$ cat config.mk
export PLATFORM = sky130hd
export DESIGN_NAME = uart_tx_mmio
export DESIGN_NICKNAME = d
export VERILOG_FILES = /design/src/rtl/uart_tx_mmio.sv
export SDC_FILE = /design/constraint.sdc
export NUM_CORES = 1
export LEC_CHECK = 0
export CELL_PAD_IN_SITES_DETAIL_PLACEMENT = 1
export CELL_PAD_IN_SITES_GLOBAL_PLACEMENT = 2
export CORE_UTILIZATION = 30
export DETAILED_ROUTE_END_ITERATION = 12
export PLACE_DENSITY = 0.76
export SETUP_SLACK_MARGIN = 0.15
export SLEW_MARGIN = 15
export SYNTH_ARGS = -nofsm -noshare
export SYNTH_HDL_FRONTEND = slang
export SYNTH_SLANG_ARGS = --single-unit
$ cat constraint.sdc
create_clock -name clk -period 4.2 [get_ports clk]
set_clock_uncertainty 0.05 [all_clocks]
set_input_delay 0.42 -clock clk [delete_from_list [all_inputs] [get_ports clk]]
set_output_delay 0.42 -clock clk [all_outputs]
set_load 0.03 [all_outputs]
$ cat src/rtl/uart_tx_mmio.sv
// ============================================================================
//  Module   : uart_tx_mmio
//  Purpose  : Memory-mapped 8N1 UART transmitter with a TX FIFO on the cpu
//             data port; TXDATA/STATUS/BAUDDIV register window.
//  Revision : 1.0  initial release
// ============================================================================
`default_nettype none

module uart_tx_mmio #(
    parameter logic [31:0] BASE_ADDR   = 32'h1000_0000,
    parameter int          FIFO_DEPTH  = 8,
    parameter logic [15:0] DEFAULT_DIV = 16'd433
) (
    input  logic        clk,
    input  logic        rst,
    input  logic [31:0] addr,
    input  logic [31:0] wdata,
    input  logic        wr,
    output logic [31:0] rdata,
    output logic        txd,
    output logic        irq
);

    localparam int AW = $clog2(FIFO_DEPTH);
    localparam int CW = AW + 1;

    typedef enum logic [1:0] {
        S_IDLE  = 2'd0,
        S_START = 2'd1,
        S_DATA  = 2'd2,
        S_STOP  = 2'd3
    } state_t;

    state_t        state_q;
    logic [7:0]    mem_q [FIFO_DEPTH];
    logic [AW-1:0] wptr_q, rptr_q;
    logic [CW-1:0] fcount_q;
    logic          ovf_q;
    logic [15:0]   baud_q;
    logic [15:0]   cnt_q;
    logic [2:0]    bcnt_q;
    logic [7:0]    shreg_q;
    logic          txd_q;
    logic [31:0]   rdata_q, rdata_d;

    logic       w_hit, w_wr_tx, w_wr_stat, w_wr_div;
    logic       w_full, w_empty, w_pop, w_push, w_ovf_set;
    logic [1:0] w_off;
    logic       w_unused;

    assign w_hit     = (addr[31:4] == BASE_ADDR[31:4]);
    assign w_off     = addr[3:2];
    assign w_wr_tx   = wr && w_hit && (w_off == 2'd0);
    assign w_wr_stat = wr && w_hit && (w_off == 2'd1);
    assign w_wr_div  = wr && w_hit && (w_off == 2'd2);
    assign w_unused  = ^{addr[1:0], wdata[31:16]};

    assign w_full    = (fcount_q == CW'(FIFO_DEPTH));
    assign w_empty   = (fcount_q == '0);
    // The FSM draws a byte when idle, or at the last clock of a stop bit so frames abut.
    assign w_pop     = !w_empty && ((state_q == S_IDLE) ||
                                    ((state_q == S_STOP) && (cnt_q == 16'd0)));
    assign w_push    = w_wr_tx && (!w_full || w_pop);
    assign w_ovf_set = w_wr_tx && w_full && !w_pop;

    always_ff @(posedge clk) begin
        if (w_push) begin
            mem_q[wptr_q] <= wdata[7:0];
        end
    end

    always_ff @(posedge clk) begin
        if (rst) begin
            wptr_q   <= '0;
            rptr_q   <= '0;
            fcount_q <= '0;
            ovf_q    <= 1'b0;
            baud_q   <= DEFAULT_DIV;
        end else begin
            if (w_push) begin
                wptr_q <= wptr_q + AW'(1);
            end
            if (w_pop) begin
                rptr_q <= rptr_q + AW'(1);
            end
            if (w_push && !w_pop) begin
                fcount_q <= fcount_q + CW'(1);
            end else if (!w_push && w_pop) begin
                fcount_q <= fcount_q - CW'(1);
            end
            ovf_q <= w_ovf_set || (ovf_q && !(w_wr_stat && wdata[3]));
            if (w_wr_div) begin
                baud_q <= wdata[15:0];
            end
        end
    end

    always_ff @(posedge clk) begin
        if (rst) begin
            state_q <= S_IDLE;
            txd_q   <= 1'b1;
            cnt_q   <= '0;
            bcnt_q  <= '0;
            shreg_q <= '0;
        end else begin
            case (state_q)
                S_IDLE: begin
                    txd_q <= 1'b1;
                    if (w_pop) begin
                        shreg_q <= mem_q[rptr_q];
                        cnt_q   <= baud_q;
                        txd_q   <= 1'b0;
                        state_q <= S_START;
                    end
                end
                S_START: begin
                    if (cnt_q == 16'd0) begin
                        cnt_q   <= baud_q;
                        bcnt_q  <= '0;
                        txd_q   <= shreg_q[0];
                        state_q <= S_DATA;
                    end else begin
                        cnt_q <= cnt_q - 16'd1;
                    end
                end
                S_DATA: begin
                    if (cnt_q == 16'd0) begin
                        cnt_q <= baud_q;
                        if (bcnt_q == 3'd7) begin
                            txd_q   <= 1'b1;
                            state_q <= S_STOP;
                        end else begin
                            bcnt_q  <= bcnt_q + 3'd1;
                            shreg_q <= {1'b0, shreg_q[7:1]};
                            txd_q   <= shreg_q[1];
                        end
                    end else begin
                        cnt_q <= cnt_q - 16'd1;
                    end
                end
                S_STOP: begin
                    if (cnt_q == 16'd0) begin
                        if (w_pop) begin
                            shreg_q <= mem_q[rptr_q];
                            cnt_q   <= baud_q;
                            txd_q   <= 1'b0;
                            state_q <= S_START;
                        end else begin
                            state_q <= S_IDLE;
                        end
                    end else begin
                        cnt_q <= cnt_q - 16'd1;
                    end
                end
                default: begin
                    txd_q   <= 1'b1;
                    state_q <= S_IDLE;
                end
            endcase
        end
    end

    always_comb begin
        rdata_d = 32'd0;
        if (w_hit) begin
            case (w_off)
                2'd1:    rdata_d = {16'd0, 8'(fcount_q), 4'd0, ovf_q, w_empty,
                                    w_full, (state_q != S_IDLE)};
                2'd2:    rdata_d = {16'd0, baud_q};
                default: rdata_d = 32'd0;
            endcase
        end
    end

    always_ff @(posedge clk) begin
        if (rst) begin
            rdata_q <= 32'd0;
        end else begin
            rdata_q <= rdata_d;
        end
    end

    assign rdata = rdata_q;
    assign txd   = txd_q;
    assign irq   = w_empty && (state_q == S_IDLE);

endmodule

`default_nettype wire
==> impl_metrics.tcl <==
set metrics [dict create \
    min_period_over_period_pct 87.40 \
    min_to "shreg_q[6]" \
    min_path_cells 1 \
    grt_usage_pct 17.76 \
    status "finished, final reports clean" \
    fin_crit_ns 3.671 \
    vias_per_cell 5.304 \
    clkLatencyLatePin_ns 0.43 \
    hp-class "register to register" \
    die_y_um 150.9 \
    grt_pass1_vias 5397 \
    ios 101 \
    rows 54 \
    synth_top_cells_by_area "edfxtp_1, dfxtp_1, mux2i_1, mux4_2, ha_1" \
    min_from "shreg_q[6]" \
    cts_tree "done" \
    drive_above_1_share_pct 14.15 \
    io_buffers 66 \
    cap_viol_max_count 0 \
    gp_congestion 0.8102 \
    multi_input_area_mm2 0.002918 \
    cts_resized 0 \
    wl_met3_um 891 \
    hpwl_um 13370 \
    synth_ff_type "dfxtp_1" \
    rsz0062_at_grt "no" \
    synthTopCellsByCount "dfxtp_1, edfxtp_1, nor2_1" \
    synth.top_cell.area_share_pct 28.89 \
    drc 0 \
    cts.sinks 140 \
    async_reset_ff_share_pct 0 \
    synth.avg_cell_area_um2 11.75 \
    synth_area_mm2 0.006653 \
    p_leak_uw 0.002833 \
    final_area_mm2 0.008142 \
    wl_met2_um 9356 \
    synth_edf_count 64 \
    r2r_end "fcount_q[3]" \
    critPathKind "register to register" \
    grt_pass1_wl_um 30160 \
    grt_overflow 0 \
    die-area_mm2 0.02278 \
    setup_slack_ns 0.5293 \
    dr.pass1.iters 4 \
    grt_max_degree 27 \
    initial_core_util_pct 30.58 \
    h-tree-depth 4 \
    wl_met1_um 8194 \
    synthMostInstantiatedCell "dfxtp_1" \
    yosysUniqueCellTypes 77 \
    fillCellCount 2368 \
    seqCellArea_mm2 0.003445 \
    root_buffer "clkbuf_16" \
    cp_data_required_time_ns 4.51 \
    synth_area_leader_cell "edfxtp_1" \
    drt_first_iter_violations 329 \
    synth.yosys.warnings 0 \
    power.density_mw_per_mm2 667.1 \
    hold_violations 0 \
    synthCells 566 \
    wl_per_cell_um 20.21 \
    routed_wl_um 18800 \
    cp-start-kind "register" \
    n_antenna_cell 0 \
    nNetsFinal 721 \
    setup_violations 0 \
    via_count 4933 \
    seq_area_frac_synth_pct 51.76 \
    die_x_um 150.9 \
    vdd_drop_max_uv 387.9 \
    placed_area_mm2 0.007582 \
    setup_tns_ns 0 \
    clk_pin_slew_ns 0.07 \
    antenna_found_initial 0 \
    highest_layer "met4" \
    syn_to_final_growth_pct 22.38 \
    max_freq_ghz 0.2724 \
    numCtsBuffers 17 \
    crit_arrival_ns 3.98 \
    coreArea_mm2 0.02176 \
    postCtsHoldBufs 0 \
    reg2reg_depth 15 \
    tightest_slew_ns 0.8862 \
    dp_slack_ns 0.3841 \
    reg2reg_from "cnt_q[0]" \
    ant_nets 0 \
    r2r_slack_ns 0.53 \
    endpoint_kind "register" \
    slew_headroom_pct 40.92 \
    maxSlewViolCount 0 \
    cts.path.max_buffers 2 \
    cts_setup_buffers 0 \
    worst-path-max-fanout 9 \
    ys_ff_latch 140 \
]
-- power breakdown --
part / switching [uW] / internal, uW
Combinational: 1350 / 898
Sequential: 212 / 1540
Clock: 651 / 778
-- metrics by stage --
step | utilization (%) | total power [uW] | instances | hold slack, ns
2_1_floorplan | - | 3389 | 581 | 0.3827
5_1_grt | 37.42 | 5746 | 930 | 0.4403
6_report | 37.42 | 5431 | 930 | 0.4221
3_5_place_dp | 34.85 | 4015 | 898 | 0.4047
4_1_cts | 37.42 | 5457 | 930 | 0.4273
3_3_place_gp | 34.85 | 3871 | 898 | 0.3949
-- worst max path at each step --
stage / end / cells after the start / slack (ns) / startpoint
after CTS: fcount_q[3] / 15 / 0.55 / cnt_q[0]
final: fcount_q[3] / 15 / 0.53 / cnt_q[0]
after global placement: fcount_q[3] / 14 / 0.57 / addr[13]
after detailed placement: fcount_q[3] / 14 / 0.38 / addr[5]
after global routing: fcount_q[3] / 15 / 0.29 / cnt_q[0]
after floorplan: fcount_q[3] / 16 / 1.14 / cnt_q[0]
-- layout by cell type (no fill, tap or decap), drive strengths merged, types with 17 or more instances in the layout --
cell type,n
a21oi,32
clkbuf,18
buf,18
inv,27
mux2i,36
clkdlybuf4s50,66
nor2,54
edfxtp,64
dfxtp,76
nand2,17
o21ai,18
-- cell families (layout without fill, tap and decap cells) --
| group | after synthesis | in the layout | share of synthesized area [%] |
|---|---|---|---|
| compound gates | 119 | 119 | 12.51 |
| xor+xnor | 13 | 13 | 1.712 |
| fa+ha+maj | 17 | 17 | 3.310 |
| buf+inv | 67 | 136 | 5.228 |
| flops | 140 | 140 | 51.76 |
| mux | 55 | 55 | 11.34 |
| other cells | 1 | 16 | 0.05637 |
| simple gates | 154 | 154 | 14.09 |
-- metal layers --
| layer | up-vias | GRT usage (%) |
|---|---|---|
| met5 | - | 0 |
| met4 | 0 | 6.800 |
| met3 | 23 | 3.434 |
| met2 | 138 | 30.62 |
| met1 | 2495 | 21.81 |
| li1 | 2277 | - |
-- layout make-up --
cell class	count	share of cell area, %
Inverter	20	0.9221
Clock buffer	18	5.271
Timing Repair Buffer	84	9.774
Multi-Input combinational cell	374	35.84
Tap cell	280	4.303
Sequential cell	140	42.31
Clock inverter	14	1.583
-- registers in the layout, indices dropped and copies added, names as in the netlist, named ones only --
name and cells:
shreg_q 8, txd 1, bcnt_q 3, rdata 16
cnt_q 16, rptr_q 3, baud_q 16, wptr_q 3
mem_q 64, fcount_q 4, ovf_q 1, state_q 2
-- critical path, stage by stage, from the launching register on --
cell and delay (ns):
dfxtp_1 0.37, inv_1 0.10, ha_1 0.34, nor4b_2 0.23, and4_1 0.26, a21oi_2 0.34, nand3b_4 0.27, inv_1 0.07
ha_1 0.22, inv_1 0.13, ha_1 0.26, a21o_1 0.19, a21oi_1 0.21, xnor2_1 0.11, or3_1 0.30, a21oi_1 0.14
Note: power is estimated with default switching activity, not from simulation.
